===== src/rtl/vga_pkg.sv =====
// rtl/vga_pkg.sv - shared mode codes, frame geometry and FSM state type
package vga_pkg;

  localparam logic [2:0] MODE_NONE    = 3'd0;
  localparam logic [2:0] MODE_BLUR    = 3'd1;
  localparam logic [2:0] MODE_SHARPEN = 3'd2;
  localparam logic [2:0] MODE_EDGE    = 3'd3;
  localparam logic [2:0] MODE_OUTLINE = 3'd4;

  localparam int NUM_MODES    = 5;
  localparam int IMG_W        = 320;
  localparam int IMG_H        = 240;
  localparam int FRAME_PIXELS = IMG_W * IMG_H;

  typedef enum logic {
    ST_RUN     = 1'b0,
    ST_PENDING = 1'b1
  } mode_state_e;

endpackage


===== src/rtl/frame_monitor.sv =====
// rtl/frame_monitor.sv - pixel position tracking, framing-error flag and frame counter
module frame_monitor #(
  parameter int FRAME_PIXELS = vga_pkg::FRAME_PIXELS
) (
  input  logic        clk,
  input  logic        reset,
  input  logic        hs,
  input  logic        st_sop,
  input  logic        st_eop,
  input  logic        err_clr,
  output logic        boundary,
  output logic [15:0] frame_cnt,
  output logic        sync_err
);

  localparam logic [16:0] LAST_PIX = 17'(FRAME_PIXELS - 1);

  logic [16:0] pixel_cnt_q, pixel_cnt_d;
  logic [15:0] frame_cnt_q, frame_cnt_d;
  logic        sync_err_q, sync_err_d;
  logic        frame_err;

  always_comb begin
    boundary    = hs && st_eop;
    frame_err   = hs && ((st_sop && (pixel_cnt_q != 17'd0)) ||
                         (st_eop && (pixel_cnt_q != LAST_PIX)));
    pixel_cnt_d = pixel_cnt_q;
    // Markers always realign the count, which also resynchronises after an error.
    if (hs) begin
      if (st_eop)                       pixel_cnt_d = 17'd0;
      else if (st_sop)                  pixel_cnt_d = 17'd1;
      else if (pixel_cnt_q == LAST_PIX) pixel_cnt_d = 17'd0;
      else                              pixel_cnt_d = pixel_cnt_q + 17'd1;
    end
    frame_cnt_d = frame_cnt_q + {15'd0, boundary};
    sync_err_d  = frame_err || (sync_err_q && !err_clr);
  end

  always_ff @(posedge clk or negedge reset) begin
    if (!reset) begin
      pixel_cnt_q <= 17'd0;
      frame_cnt_q <= 16'd0;
      sync_err_q  <= 1'b0;
    end else begin
      pixel_cnt_q <= pixel_cnt_d;
      frame_cnt_q <= frame_cnt_d;
      sync_err_q  <= sync_err_d;
    end
  end

  assign frame_cnt = frame_cnt_q;
  assign sync_err  = sync_err_q;

endmodule


===== src/rtl/frame_mode_ctrl.sv =====
// rtl/frame_mode_ctrl.sv - frame-synchronous filter mode switching with auto-cycling
module frame_mode_ctrl #(
  parameter int NUM_MODES    = vga_pkg::NUM_MODES,
  parameter int FRAME_PIXELS = vga_pkg::FRAME_PIXELS,
  parameter int AUTO_FRAMES  = 60
) (
  input  logic        clk,
  input  logic        reset,
  input  logic [2:0]  mode_req,
  input  logic        mode_req_valid,
  input  logic        auto_en,
  input  logic        err_clr,
  input  logic        st_valid,
  input  logic        st_ready,
  input  logic        st_sop,
  input  logic        st_eop,
  output logic [2:0]  filter_mode,
  output logic        mode_pending,
  output logic        mode_ack,
  output logic        mode_nack,
  output logic [15:0] frame_cnt,
  output logic        sync_err
);
  import vga_pkg::*;

  localparam logic [3:0]  MODE_LIMIT = 4'(NUM_MODES);
  localparam logic [2:0]  LAST_MODE  = 3'(NUM_MODES - 1);
  localparam logic [15:0] AUTO_LAST  = 16'(AUTO_FRAMES - 1);

  mode_state_e state_q, state_d;
  logic [2:0]  filter_mode_q, filter_mode_d;
  logic [2:0]  latch_q, latch_d;
  logic        mode_ack_q, mode_ack_d;
  logic        mode_nack_q, mode_nack_d;
  logic [15:0] auto_cnt_q, auto_cnt_d;

  logic        hs, boundary, auto_fire, req_v, req_legal, applied;
  logic [2:0]  req_mode, auto_mode, target;

  assign hs = st_valid && st_ready;

  frame_monitor #(.FRAME_PIXELS(FRAME_PIXELS)) u_monitor (
    .clk       (clk),
    .reset     (reset),
    .hs        (hs),
    .st_sop    (st_sop),
    .st_eop    (st_eop),
    .err_clr   (err_clr),
    .boundary  (boundary),
    .frame_cnt (frame_cnt),
    .sync_err  (sync_err)
  );

  always_comb begin
    auto_mode = (filter_mode_q == LAST_MODE) ? 3'd0 : filter_mode_q + 3'd1;
    // The auto request fires on the boundary itself so it is applied at that same edge.
    auto_fire = (state_q == ST_RUN) && auto_en && boundary && (auto_cnt_q == AUTO_LAST);
    req_v     = mode_req_valid || auto_fire;
    req_mode  = mode_req_valid ? mode_req : auto_mode;
    req_legal = {1'b0, req_mode} < MODE_LIMIT;

    state_d       = state_q;
    filter_mode_d = filter_mode_q;
    latch_d       = latch_q;
    mode_ack_d    = 1'b0;
    mode_nack_d   = req_v && !req_legal;
    applied       = 1'b0;
    target        = (req_v && req_legal) ? req_mode : latch_q;

    case (state_q)
      ST_RUN: begin
        if (req_v && req_legal) begin
          if (req_mode == filter_mode_q) begin
            mode_ack_d = 1'b1;
          end else if (boundary) begin
            filter_mode_d = req_mode;
            mode_ack_d    = 1'b1;
            applied       = 1'b1;
          end else begin
            latch_d = req_mode;
            state_d = ST_PENDING;
          end
        end
      end
      default: begin
        if (boundary) begin
          filter_mode_d = target;
          mode_ack_d    = 1'b1;
          applied       = 1'b1;
          state_d       = ST_RUN;
        end else begin
          latch_d = target;
        end
      end
    endcase

    auto_cnt_d = auto_cnt_q;
    if (!auto_en || applied || auto_fire)  auto_cnt_d = 16'd0;
    else if (state_q == ST_RUN && boundary) auto_cnt_d = auto_cnt_q + 16'd1;
  end

  always_ff @(posedge clk or negedge reset) begin
    if (!reset) begin
      state_q       <= ST_RUN;
      filter_mode_q <= MODE_NONE;
      latch_q       <= MODE_NONE;
      mode_ack_q    <= 1'b0;
      mode_nack_q   <= 1'b0;
      auto_cnt_q    <= 16'd0;
    end else begin
      state_q       <= state_d;
      filter_mode_q <= filter_mode_d;
      latch_q       <= latch_d;
      mode_ack_q    <= mode_ack_d;
      mode_nack_q   <= mode_nack_d;
      auto_cnt_q    <= auto_cnt_d;
    end
  end

  assign filter_mode  = filter_mode_q;
  assign mode_pending = (state_q == ST_PENDING);
  assign mode_ack     = mode_ack_q;
  assign mode_nack    = mode_nack_q;

endmodule


===== config.mk =====
export PLATFORM = sky130hd
export DESIGN_NAME = frame_mode_ctrl
export DESIGN_NICKNAME = d
export VERILOG_FILES = /design/src/rtl/vga_pkg.sv /design/src/rtl/frame_monitor.sv /design/src/rtl/frame_mode_ctrl.sv
export SDC_FILE = /design/constraint.sdc
export NUM_CORES = 1
export LEC_CHECK = 0
export ABC_AREA = 1
export ABC_CLOCK_PERIOD_IN_PS = 2350
export CORE_MARGIN = 5
export CORE_UTILIZATION = 50
export DETAILED_ROUTE_END_ITERATION = 8
export PLACE_DENSITY = 0.77
export SLEW_MARGIN = 5
export SYNTH_ARGS = -nofsm -noshare
export SYNTH_HDL_FRONTEND = slang
export SYNTH_HIERARCHICAL = 1
export SYNTH_SLANG_ARGS = --single-unit

===== constraint.sdc =====
create_clock -name clk -period 2.35 [get_ports clk]
set_input_delay 0.3525 -clock clk [delete_from_list [all_inputs] [get_ports clk]]
set_output_delay 0.3525 -clock clk [all_outputs]
set_load 0.03 [all_outputs]

Word level (Yosys, flattened, before mapping)
Cells that the tools add are included.

operators by class
  magnitude comparators = 1
  add/subtract/negate cells = 4
  reduce and logical (&&, ||, !) cells = 25
  equality and inequality tests = 6
  bitwise gates (word level) = 2
  multiplexer cells = 29

operators with widths
  kind                     number
  $mux W17                 3
  $mux W3                  13
  $mux W16                 2
  $add A17 B1 Y17 const B  1
  $eq A17 B17 Y1 const B   1
  $ne A17 B17 Y1 const B   1
  $reduce_bool A17 Y1      1
  $add A16 B1 Y16          1
  $add A16 B1 Y16 const B  1
  $eq A16 B6 Y1 const B    1
  $logic_and A1 B1 Y1      12
  $mux W1                  11
  $reduce_and A3 Y1        2
  $logic_or A1 B1 Y1       5
  $reduce_bool A2 Y1       2
  $add A3 B1 Y3 const B    1
  $eq A3 B3 Y1             1
  $eq A3 B3 Y1 const B     1
  $logic_not A1 Y1         3
  $lt A3 B3 Y1 const B     1
  $ne A2 B2 Y1 const B     1
  $not A1 Y1               2

storage, ports and cells
  logic and storage cells = 76
  register bits = 59
  output and inout bits = 23

Depth between registers and ports, before layout
  word-level depth = 11
  mapped depth = 15
  gate-level depth less buffers = 14

Modules after synthesis
The synthesis kept the hierarchy.

by module, submodules not included
  module           times used  area an instance (um^2)  cells each  seq. area each (um^2)
  frame_monitor    1           2024.4                   257         850.8
  frame_mode_ctrl  1           1544.0                   198         625.6

Least setup slack after synthesis
No wires, ideal clock.

  kind = reg2reg
  from = reg filter_mode_q[0] (netlist: filter_mode[0])
  to = reg auto_cnt_q[10]
  slack = 0.326 ns
  arrival = 1.900 ns
  setup time = 0.124 ns
  cell stages (with the launch flop) = 14
  path through = dfrtp_1 -> inv_1 -> ha_1 -> inv_1 -> nand2_1 -> nand2_1 -> nand3_1 -> nand2_4 -> nand2_4 -> nand2_4 -> nand3_2 -> nand2_4 -> buf_12 -> nor2_4

between the ends
  word-level cells in the longest chain between the ends = 10

ends and longest elaborated chain
  element                                                line                                          source
  start: declaration                                     frame_mode_ctrl.sv:31                         logic [2:0] filter_mode_q, filter_mode_d;
  start signal: assignment                               frame_mode_ctrl.sv:112                        filter_mode_q <= filter_mode_d;
  $add A3 B1 Y3 / $eq A3 B3 Y1 (equally long branches)   frame_mode_ctrl.sv:55                         auto_mode = (filter_mode_q == LAST_MODE) ? 3'd0 : filter_mode_q + 3'd1;
  $mux W3                                                frame_mode_ctrl.sv:55
  $mux W3                                                frame_mode_ctrl.sv:59                         req_mode = mode_req_valid ? mode_req : auto_mode;
  $lt A3 B3 Y1 / $eq A3 B3 Y1 (equally long branches)    frame_mode_ctrl.sv:60, frame_mode_ctrl.sv:73
  $logic_and A1 B1 Y1 / $mux W1 (equally long branches)  frame_mode_ctrl.sv:72, frame_mode_ctrl.sv:73
  $mux W1 (*)                                            frame_mode_ctrl.sv:72                         if (req_v && req_legal) begin
  $mux W1 (*)                                            frame_mode_ctrl.sv:70                         case (state_q)
  $logic_or A1 B1 Y1 (*) (2 in series)                   frame_mode_ctrl.sv:98                         if (!auto_en || applied || auto_fire) auto_cnt_d = 16'd0;
  $mux W16 / $reduce_bool A2 Y1 (equally long branches)  -
  end signal: assignment                                 frame_mode_ctrl.sv:116                        auto_cnt_q <= auto_cnt_d;
  end: declaration                                       frame_mode_ctrl.sv:35                         logic [15:0] auto_cnt_q, auto_cnt_d;

Every way passes the cells marked *; elsewhere a longest branch is shown, timed or not.
A chain may end at the register's enable or synchronous reset.

Worst setup path in the final report
  from = reg filter_mode_q[0] (netlist: filter_mode[0])
  to = reg auto_cnt_q[8]

Same word-level chain as after synthesis.

==> metrics.txt <==
clock-pin transition on the worst setup and hold timing paths=70 ps; chip height=94.5 um; total CTS buffers=9; fraction of layout cells with a size suffix above 1=16.4%; CORE AREA=6870 um2; Clock Latency Late Sink=340 ps; clock sink total=59; outcome=finished, violations left; # setup viols final=0; Die Area=8930 um2; die width=94.5 um; Cell Pwr Density=768 nW/um2; WP data arrival=2230 ps; row cnt=30; violated checks=hold timing; # nets final=527; RSZ-0062 raised after global routing=false; hold_ws=-11.0 ps; Yosys warnings=6; Lkg Pwr=2.10 nW; final hold vios=5; syn nets=474; Reg2Reg Setup Slack=350 ps; Synth cell types=34; DRT Wirelength=7540 um; DRT iter0 DRCs=127; First-pass DRT Iterations=5; peak supply drop=0.310 mV; ranking of synthesized cells by area=dfrtp_1 (41%), nand2_1 (14%), inv_1 (5.3%); Final Skew=8.20 ps; reg2reg end=auto_cnt_q[8]$_DFFE_PN0P_; most frequent cells in the layout=nand2_1 (134), dfrtp_1 (59), inv_1 (50), nor2_1 (45), nand3_1 (35); synthesized cell area=3570 um2; relative slew slack=62.5%; gr ovfl total=0; crit path capture type=register; MaxCap Viol Count=0; vias=3073; #FFs+latches synth=59; hold_buf cts=0; CP Launch Type=register; Diodes inserted=0; CP endpoint=auto_cnt_q[8]$_DFFE_PN0P_; Post-CTS Setup Inserts=0; post-synth top area share=41.4%; Hold Path Class=in -> async; DP Worst Slack=2.85 ps; area leader, netlist=dfrtp_1; first-pass GRT wire length=13200 um; Setup TNS=0 ps; Area growth, synth to finish=22.0%; Crit Path Category=reg -> reg; largest net degree at the start of global routing=37; num ports=35; hpwl dp=5510 um; Resized cells post-CTS=0; Tot Pwr=3.34 mW; commonest non-fill, non-tap cell in the layout=nand2_1; Avg Vias per Cell=5.05; # port buffers=34; CTS Buffer Depth=2; CP required=2580 ps; initial antenna violation count=0; TritonCTS clock tree=built; reg2reg path depth=13; Worst Setup SP=filter_mode[0]$_DFFE_PN0P_; CP max FO=10; fin worst setup slack=353 ps; H-tree depth=3; Max Freq=501 MHz; Initial Util=51.9%; gp weighted congestion=0.894; Final Max Slew Viols=0; Seq/Total Area, Yosys=41.4%; post-route antenna net violation count=0; Synth Instances=455; Final Cycle Share=85.0%; clock root cell=clkbuf_8; DRC Markers=0; Post-Syn Area per Cell=7.84 um2; wire length per cell=12.4 um; R2R Path Start=filter_mode[0]$_DFFE_PN0P_; number of global-route vias before repair=3014; Total GRT Usage=18.7%; Worst-Margin Slew=562 ps; Period minus WS final=2000 ps; fill count=563
[final cells by class]
class | instances | area [um2] | share of cell area [%]
Clock buffer | 11 | 141 | 3.25
Clock inverter | 5 | 100 | 2.30
Inverter | 58 | 224 | 5.15
Multi-Input combinational cell | 334 | 1830 | 42.0
Sequential cell | 59 | 1480 | 33.9
Tap cell | 96 | 120 | 2.76
Timing Repair Buffer | 46 | 463 | 10.6
[stage by stage]
step           util, %  instance area, um2  std cells
6_report          63.4                4350        609
2_1_floorplan        -                3570        455
3_5_place_dp      59.9                4110        593
5_1_grt           63.4                4350        609
3_3_place_gp      59.9                4110        593
4_1_cts           63.4                4350        609
[report_power, final]
group / total (mW) / switching (mW) / internal, mW / leakage (nW)
Clock: 1.14 / 0.414 / 0.730 / 0.123
Combinational: 0.929 / 0.573 / 0.356 / 1.19
Sequential: 1.27 / 0.134 / 1.14 / 0.787
[cell families after synthesis]
group                    after synthesis  share of synthesized area (%)
AO/OA/AOI/OAI                         31                           4.98
XOR/XNOR                              22                           5.40
adder cells (fa/ha/maj)                7                           2.45
buffers and inverters                 62                           7.40
flip-flops                            59                           41.4
AND/OR/NAND/NOR                      274                           38.4
[synth_stat cells]
cell type	instances
clkbuf_1	1
ha_1	7
a21oi_1	10
buf_2	1
o21ai_2	1
nand2_1	134
and2_2	1
nand3_1	35
nand2_4	8
xnor2_1	4
buf_12	1
o31ai_1	1
inv_1	50
nand2_2	10
nor2_8	1
clkinv_4	1
or2_4	1
a21oi_4	1
nor2_4	15
nand3b_1	3
nor2_1	45
dfrtp_1	59
nand4_1	5
inv_2	6
o21ai_0	9
o21ai_1	6
o22ai_1	2
buf_6	1
nand3_2	5
xor2_1	18
nor3_1	6
nor2_2	5
a21boi_0	1
clkinv_2	1
[sequential cells by signal, indices dropped and copies added, names as in the netlist]
register and flops:
auto_cnt_q 16, filter_mode 3, latch_q 3, mode_ack 1, mode_nack 1, mode_pending 1
u_monitor/frame_cnt 16, u_monitor/pixel_cnt_q 17, u_monitor/sync_err 1
[routing by layer]
layer,GRT usage (%),share of wire (%)
met4,7.81,2.5
met2,30.9,48
met3,4.86,5.3
met1,23.1,44
met5,0,0
[worst min path at each step]
| stage | start | to | slack, ps |
|---|---|---|---|
| CTS | reset | u_monitor/pixel_cnt_q[1]$_DFFE_PN0P_ | 6 |
| global route | reset | u_monitor/pixel_cnt_q[9]$_DFFE_PN0P_ | 30 |
| detailed placement | reset | u_monitor/pixel_cnt_q[1]$_DFFE_PN0P_ | 380 |
| global placement | reset | u_monitor/pixel_cnt_q[1]$_DFFE_PN0P_ | 370 |
| floorplan | reset | auto_cnt_q[0]$_DFFE_PN0P_ | 60 |
| finish | reset | u_monitor/pixel_cnt_q[1]$_DFFE_PN0P_ | -10 |
[worst max-delay path, cell delays in order, from the launching register on]
cell	delay, ps
dfrtp_1	430
inv_1	80
ha_1	290
inv_1	60
nand2_1	60
nand2_1	100
nand3_1	140
nand2_4	120
nand2_4	80
nand2_4	70
nand3_2	130
nand2_4	120
buf_12	150
nor2_1	60
(Power assumes the default switching activity.)
